### src/rtl/cnn_pkg.sv
// -----------------------------------------------------------------------------
// cnn_pkg
// Shared constants and helpers for the streaming 3x3 convolution engine.
//   DATA_RES / WEIGHT_RES : pixel and weight widths (unsigned)
//   IM_DIM                : square image side in pixels
//   ACC_W                 : MAC accumulator width, wide enough for 9 full-scale products
//   LB_DEPTH              : shift-chain depth covering two image rows plus a window row
//   sat_shift()           : normalising right shift with saturation to the pixel range
// -----------------------------------------------------------------------------
package cnn_pkg;

    localparam int DATA_RES     = 8;
    localparam int WEIGHT_RES   = 8;
    localparam int IM_DIM       = 28;
    localparam int KERNEL_WIDTH = 3;
    localparam int KERNEL_SIZE  = KERNEL_WIDTH * KERNEL_WIDTH;
    localparam int OUT_SHIFT    = 4;
    localparam int ACC_W        = DATA_RES + WEIGHT_RES + 4;
    localparam int OUT_W        = DATA_RES;
    localparam int LB_DEPTH     = 2 * IM_DIM + 3;
    localparam int KERNEL_W     = (KERNEL_SIZE + 1) * WEIGHT_RES;

    localparam logic [OUT_W-1:0] OUT_MAX = '1;

    // Shift the accumulator down and clamp anything above the pixel range.
    function automatic logic [OUT_W-1:0] sat_shift(input logic [ACC_W-1:0] acc,
                                                   input int unsigned    shift);
        logic [ACC_W-1:0] res;
        res = acc >> shift;
        if (res > {{(ACC_W-OUT_W){1'b0}}, OUT_MAX}) begin
            return OUT_MAX;
        end else begin
            return res[OUT_W-1:0];
        end
    endfunction

endpackage

### src/rtl/cnn_conv_stream_if.sv
// -----------------------------------------------------------------------------
// cnn_conv_stream_if
// Pixel stream beat: one pixel qualified by a single-cycle valid strobe.
//   pixel      : DATA_RES-bit pixel value
//   data_valid : pixel is transferred this cycle
// Modports: master drives the beat, slave receives it.
// -----------------------------------------------------------------------------
interface cnn_conv_stream_if import cnn_pkg::*; ();

    logic [DATA_RES-1:0] pixel;
    logic                data_valid;

    modport master (output pixel, output data_valid);
    modport slave  (input  pixel, input  data_valid);

endinterface

### src/rtl/cnn_line_buffer.sv
// -----------------------------------------------------------------------------
// cnn_line_buffer
// Shift chain of 2*IM_DIM+3 pixels; the 3x3 window is tapped from it so that
// window element 8 (bottom-right) is always the most recently accepted pixel.
//   clk_i    : clock
//   resetn_i : asynchronous reset, active high
//   en       : shift in pixel this cycle
//   pixel    : incoming pixel
//   window   : 3x3 neighbourhood, index wr*3+wc, 0 = oldest / top-left
// -----------------------------------------------------------------------------
module cnn_line_buffer import cnn_pkg::*; (
    input  logic                                  clk_i,
    input  logic                                  resetn_i,
    input  logic                                  en,
    input  logic [DATA_RES-1:0]                   pixel,
    output logic [KERNEL_SIZE-1:0][DATA_RES-1:0]  window
);

    logic [LB_DEPTH-1:0][DATA_RES-1:0] chain_r;

    // Pixel delay chain; index 0 holds the newest pixel, index IM_DIM one row older.
    always_ff @(posedge clk_i or posedge resetn_i) begin
        if (resetn_i) begin
            chain_r <= '0;
        end else if (en) begin
            chain_r <= {chain_r[LB_DEPTH-2:0], pixel};
        end else begin
            chain_r <= chain_r;
        end
    end

    // Window row wr sits (2-wr) image rows back, column wc sits (2-wc) pixels back.
    for (genvar wr = 0; wr < KERNEL_WIDTH; wr++) begin : g_row
        for (genvar wc = 0; wc < KERNEL_WIDTH; wc++) begin : g_col
            assign window[wr*KERNEL_WIDTH + wc] =
                chain_r[(KERNEL_WIDTH-1-wr)*IM_DIM + (KERNEL_WIDTH-1-wc)];
        end
    end

endmodule

### src/rtl/cnn_conv_stream.sv
// -----------------------------------------------------------------------------
// cnn_conv_stream
// Streaming valid-mode 3x3 convolution over a raster-order IM_DIM x IM_DIM image.
// Result for the window ending at accepted pixel (r,c), r>=2 and c>=2, appears on
// out_if two clocks after the accepting edge; the tail pipeline never stalls.
//   clk_i    : clock
//   resetn_i : asynchronous reset, active high
//   in_if    : input pixel stream (slave)
//   kernel_i : 9 unsigned weights, weight k at [k*8 +: 8]; top byte ignored
//   out_if   : result stream (master), one-cycle valid pulse per result
// -----------------------------------------------------------------------------
module cnn_conv_stream import cnn_pkg::*; (
    input  logic                     clk_i,
    input  logic                     resetn_i,
    cnn_conv_stream_if.slave         in_if,
    input  logic [KERNEL_W-1:0]      kernel_i,
    cnn_conv_stream_if.master        out_if
);

    localparam int               CNT_W    = $clog2(IM_DIM);
    localparam logic [CNT_W-1:0] LAST_IDX = CNT_W'(IM_DIM - 1);
    localparam logic [CNT_W-1:0] FIRST_OK = CNT_W'(KERNEL_WIDTH - 1);

    logic [CNT_W-1:0]                     col_r;
    logic [CNT_W-1:0]                     row_r;
    logic [KERNEL_SIZE-1:0][DATA_RES-1:0] window_s;
    logic                                 gate_s;
    logic                                 mac_vld_r;
    logic [ACC_W-1:0]                     mac_s;
    logic [ACC_W-1:0]                     acc_r;
    logic                                 acc_vld_r;
    logic [OUT_W-1:0]                     pix_out_r;
    logic                                 vld_out_r;
    logic                                 reserved_unused_s;

    assign reserved_unused_s = ^kernel_i[KERNEL_W-1 -: WEIGHT_RES];

    cnn_line_buffer u_line_buffer (
        .clk_i    (clk_i),
        .resetn_i (resetn_i),
        .en       (in_if.data_valid),
        .pixel    (in_if.pixel),
        .window   (window_s)
    );

    // Raster position of the pixel being accepted this cycle.
    always_ff @(posedge clk_i or posedge resetn_i) begin
        if (resetn_i) begin
            col_r <= '0;
            row_r <= '0;
        end else if (in_if.data_valid) begin
            if (col_r == LAST_IDX) begin
                col_r <= '0;
                row_r <= (row_r == LAST_IDX) ? '0 : row_r + CNT_W'(1);
            end else begin
                col_r <= col_r + CNT_W'(1);
                row_r <= row_r;
            end
        end else begin
            col_r <= col_r;
            row_r <= row_r;
        end
    end

    // Windows that would straddle a row wrap or frame seam never pass this gate.
    assign gate_s = in_if.data_valid && (row_r >= FIRST_OK) && (col_r >= FIRST_OK);

    // Nine unsigned products summed at full width; cannot overflow ACC_W.
    always_comb begin
        mac_s = '0;
        for (int k = 0; k < KERNEL_SIZE; k++) begin
            mac_s = mac_s + ACC_W'(window_s[k]) * ACC_W'(kernel_i[k*WEIGHT_RES +: WEIGHT_RES]);
        end
    end

    // Two-stage tail: MAC register then saturate register; runs every cycle.
    always_ff @(posedge clk_i or posedge resetn_i) begin
        if (resetn_i) begin
            mac_vld_r <= 1'b0;
            acc_r     <= '0;
            acc_vld_r <= 1'b0;
            pix_out_r <= '0;
            vld_out_r <= 1'b0;
        end else begin
            mac_vld_r <= gate_s;
            acc_vld_r <= mac_vld_r;
            vld_out_r <= acc_vld_r;
            acc_r     <= mac_vld_r ? mac_s : acc_r;
            pix_out_r <= acc_vld_r ? sat_shift(acc_r, OUT_SHIFT) : pix_out_r;
        end
    end

    assign out_if.pixel      = pix_out_r;
    assign out_if.data_valid = vld_out_r;

endmodule

### src/flat_wrapper.sv
// flat-port wrapper written by rule: the top's interface ports become plain ports
module cnn_conv_stream_flat import cnn_pkg::*;
  (clk_i, resetn_i, kernel_i, in_if_pixel, in_if_data_valid, out_if_pixel, out_if_data_valid);
  cnn_conv_stream_if in_if_i ();
  cnn_conv_stream_if out_if_i ();
  input  logic clk_i;
  input  logic resetn_i;
  input  logic [KERNEL_W-1:0] kernel_i;
  input wire logic [$bits(in_if_i.pixel)-1:0] in_if_pixel;
  input wire logic [$bits(in_if_i.data_valid)-1:0] in_if_data_valid;
  output wire logic [$bits(out_if_i.pixel)-1:0] out_if_pixel;
  output wire logic [$bits(out_if_i.data_valid)-1:0] out_if_data_valid;
  assign in_if_i.pixel = in_if_pixel;
  assign in_if_i.data_valid = in_if_data_valid;
  assign out_if_pixel = out_if_i.pixel;
  assign out_if_data_valid = out_if_i.data_valid;
  cnn_conv_stream u_core (.clk_i(clk_i), .resetn_i(resetn_i), .in_if(in_if_i), .kernel_i(kernel_i), .out_if(out_if_i));
endmodule
### config.mk
export PLATFORM = sky130hd
export DESIGN_NAME = cnn_conv_stream_flat
export DESIGN_NICKNAME = d
export VERILOG_FILES = /design/src/rtl/cnn_pkg.sv /design/src/rtl/cnn_conv_stream_if.sv /design/src/rtl/cnn_line_buffer.sv /design/src/rtl/cnn_conv_stream.sv /design/src/flat_wrapper.sv
export SDC_FILE = /design/constraint.sdc
export NUM_CORES = 2
export LEC_CHECK = 0
export CORE_ASPECT_RATIO = 0.8
export CORE_UTILIZATION = 45
export CTS_CLUSTER_DIAMETER = 120
export DETAILED_ROUTE_END_ITERATION = 12
export PLACE_DENSITY = 0.68
export SLEW_MARGIN = 25
export SYNTH_ARGS = -nofsm -noshare
export SYNTH_HDL_FRONTEND = slang
export SYNTH_SLANG_ARGS = --single-unit
### constraint.sdc
create_clock -name clk_i -period 17.88 [get_ports clk_i]
set_input_delay 1.788 -clock clk_i [delete_from_list [all_inputs] [get_ports clk_i]]
set_output_delay 1.788 -clock clk_i [all_outputs]
set_load 0.01 [all_outputs]
==> results.cfg <==
[run_status]
outcome = completed

[critical_path]
worstPathRequired_ns = 18.36
critPathCapture = u_core.acc_r[13]
endpoint_kind = register
worstReg2RegStart = u_core.u_line_buffer.window[5]
crit_start = kernel_i[1]
worstSetupPathType = input pin to register
critical-path-slowest-cell = clkdlybuf4s50_1
ff2ff_path_depth = 29
start_kind = input pin
regToRegSetupSlack_ns = 8.14
rr_endpoint = u_core.acc_r[13]
worstPathArrival_ns = 11.54
critPathMostFrequentCell = fa_1
path_max_fanout = 8
critPathMaxStageDelay_ns = 0.68

[routing]
drt-met1-wl_mm = 37.4
wl_met2_mm = 35.0
dr.pass1.iters = 5
top_layer = met5
drtIter0Drc = 1226
drc = 0
routed_wl_mm = 78.4
via_per_inst = 4.95
ant_nets = 0
via_count = 22400
dr_wl_met3_mm = 4.39
wl_per_cell_um = 17.3

[cts]
cts_setup_buffers = 0
cts_tree = built
hold_buffers = 0
clock_path_buffers = 3
root_buffer = clkbuf_16
cts_buffers = 54
clk-insertion-delay-late_ns = 0.61
clk_pin_slew_ns = 0.06
cts_max_level = 2
cts_resized = 0
cts.sinks = 509

[grt]
grt_pass1_vias = 24200
grt_overflow_total = 0
grt_usage_pct = 18.7
grt_max_degree = 173
grt_pass1_wl_mm = 131
antenna_found_initial = 7

[timing]
finalSetupTns_ns = 0
slew_headroom_pct = 35.4
fmax_ghz = 0.0904
timing.final.crit_share_pct = 61.9
final_hold_viol_count = 0
setup_viol = 0
fin_skew_ns = 0.0225
min_period_ns = 11.06
worst_pin_slew_ns = 0.969
rsz0062_at_grt = no
maxSlewViolCount = 0

[die]
die_w_um = 332
start_util_pct = 45.5
boundaryPins = 100
die_h_um = 266
die_area_mm2 = 0.0881
std_cell_rows = 96
core-area_mm2 = 0.0859

[synth]
synth-xor-area-share_pct = 0.448
synth_compound_area_share_pct = 1.62
synth_edf_count = 0
synthMuxAreaShare_pct = 13.9
synthAdderAreaFrac_pct = 35.5
synth_area_leader_cell = dfrtp_1
synthSimpleGateAreaFrac_pct = 8.93
syn_area_mm2 = 0.0391
ys_warn_count = 0
synth.net_count = 4192
syn_area_per_cell_um2 = 11.8
synth_area_leaders = dfrtp_1 33%, fa_1 27%, mux2_2 14%, ha_1 8.5%, inv_1 6.0%
synth_top_family_by_area = adder cells
synth_flop_cell = dfrtp_1
ys_types = 59
ys_ff_latch = 509
async_reset_ff_share_pct = 100
ys_seq_area_share_pct = 32.6
syn_inst = 3309
synth_top_area_share_pct = 32.6

[layout]
syn_to_final_growth_pct = 9.98
fin_cells = 4532
drive_gt1_share_pct = 17.3
final_util_pct = 50.1
seq_area_mm2 = 0.0127
multi_input_area_mm2 = 0.0236
final_cell_mix = 629 x inv_1, 527 x fa_1, 509 x dfrtp_1
nNetsFinal = 4241
fillers = 7512
final_common_cell = inv_1

[min_path]
min-delay-start = u_core.acc_r[4]
hold_path_class = register to register

[placement]
hpwl_mm = 61.7
port_buffers = 91
gp_congestion = 0.902
dp.cells = 4429

[job]
cap_violations = 0
-- cell families (layout without fill, tap and decap cells) --
family,after synthesis,count (layout)
AOI/OAI and AO/OA,94,94
xor gates and xnor gates,20,20
adders and majority gates,792,792
buffers and inverters,738,830
DFF,509,509
muxes,481,481
other,0,4
and+or+nand+nor,675,675
-- sequential cells by signal (all words and copies together) (netlist names) --
| signal | count |
|---|---|
| u_core.out_if.pixel | 8 |
| u_core.u_line_buffer.window | 72 |
| u_core.row_r | 5 |
| u_core.mac_vld_r | 1 |
| u_core.acc_r | 16 |
| u_core.acc_vld_r | 1 |
| u_core.col_r | 5 |
| u_core.u_line_buffer.chain_r | 400 |
| u_core.out_if.data_valid | 1 |
-- Yosys cell counts (2+ instances only) --
library cell,n
a211oi_1,3
a21o_1,8
a21oi_1,22
a221o_1,2
a31o_2,2
a31oi_1,2
and2_1,329
and3_1,5
clkbuf_1,105
dfrtp_1,509
fa_1,527
ha_1,265
inv_1,630
mux2_2,480
nand2_1,281
nand2b_1,5
nand3_1,11
nand4_1,3
nor2_1,16
nor2b_1,4
nor3_1,9
o2111ai_1,2
o211ai_1,2
o21a_1,4
o21ai_0,19
o21ai_1,2
o22a_1,8
o311ai_1,2
o31ai_1,3
or3_1,2
xnor2_1,14
xor2_1,6
-- cell type report --
class,instances,share of cell area [%]
Inverter,631,5.53
Clock inverter,23,0.631
Sequential cell,509,29.6
Clock buffer,76,3.69
Multi-Input combinational cell,2062,54.8
Antenna cell,4,0.0233
Tap cell,1127,3.28
Timing Repair Buffer,100,2.39
-- worst min-delay path by stage --
| stage | slack, ns | endpoint | depth (start not counted) |
|---|---|---|---|
| floorplan | 0.35 | u_core.acc_vld_r | 0 |
| global route | 0.50 | u_core.out_if.pixel[5] | 1 |
| CTS | 0.49 | u_core.u_line_buffer.chain_r[69] | 1 |
| global placement | 0.47 | u_core.out_if.pixel[0] | 1 |
| finish | 0.49 | u_core.out_if.pixel[0] | 1 |
| detailed placement | 0.48 | u_core.out_if.pixel[0] | 1 |
-- worst max-delay path, delay by kind of cell --
kind,cells,cell delay (ns)
adders and majority gates,14,6.79
AOI/OAI and AO/OA,5,1.17
muxes,1,0.27
xor gates and xnor gates,2,0.36
and+or+nand+nor,2,0.21
buffers and inverters,6,0.94
-- metrics by stage --
stage	setup WS (ns)	area (µm²)	hold slack (ns)
after floorplan	1.88	39100	0.352
after global placement	6.32	41100	0.471
after detailed placement	6.24	41100	0.476
after CTS	6.87	43000	0.487
after global routing	6.39	43000	0.504
final	6.82	43000	0.487
-- metal layers --
metal | vias up | global-route usage [%]
li1 | 10400 | -
met1 | 11600 | 27.2
met2 | 402 | 29.0
met3 | 92 | 3.73
met4 | 8 | 4.42
met5 | - | 0
Power is left out: the tool's default activity adds up to more than one toggle a clock period on the data nets, which glitch-free logic cannot reach.
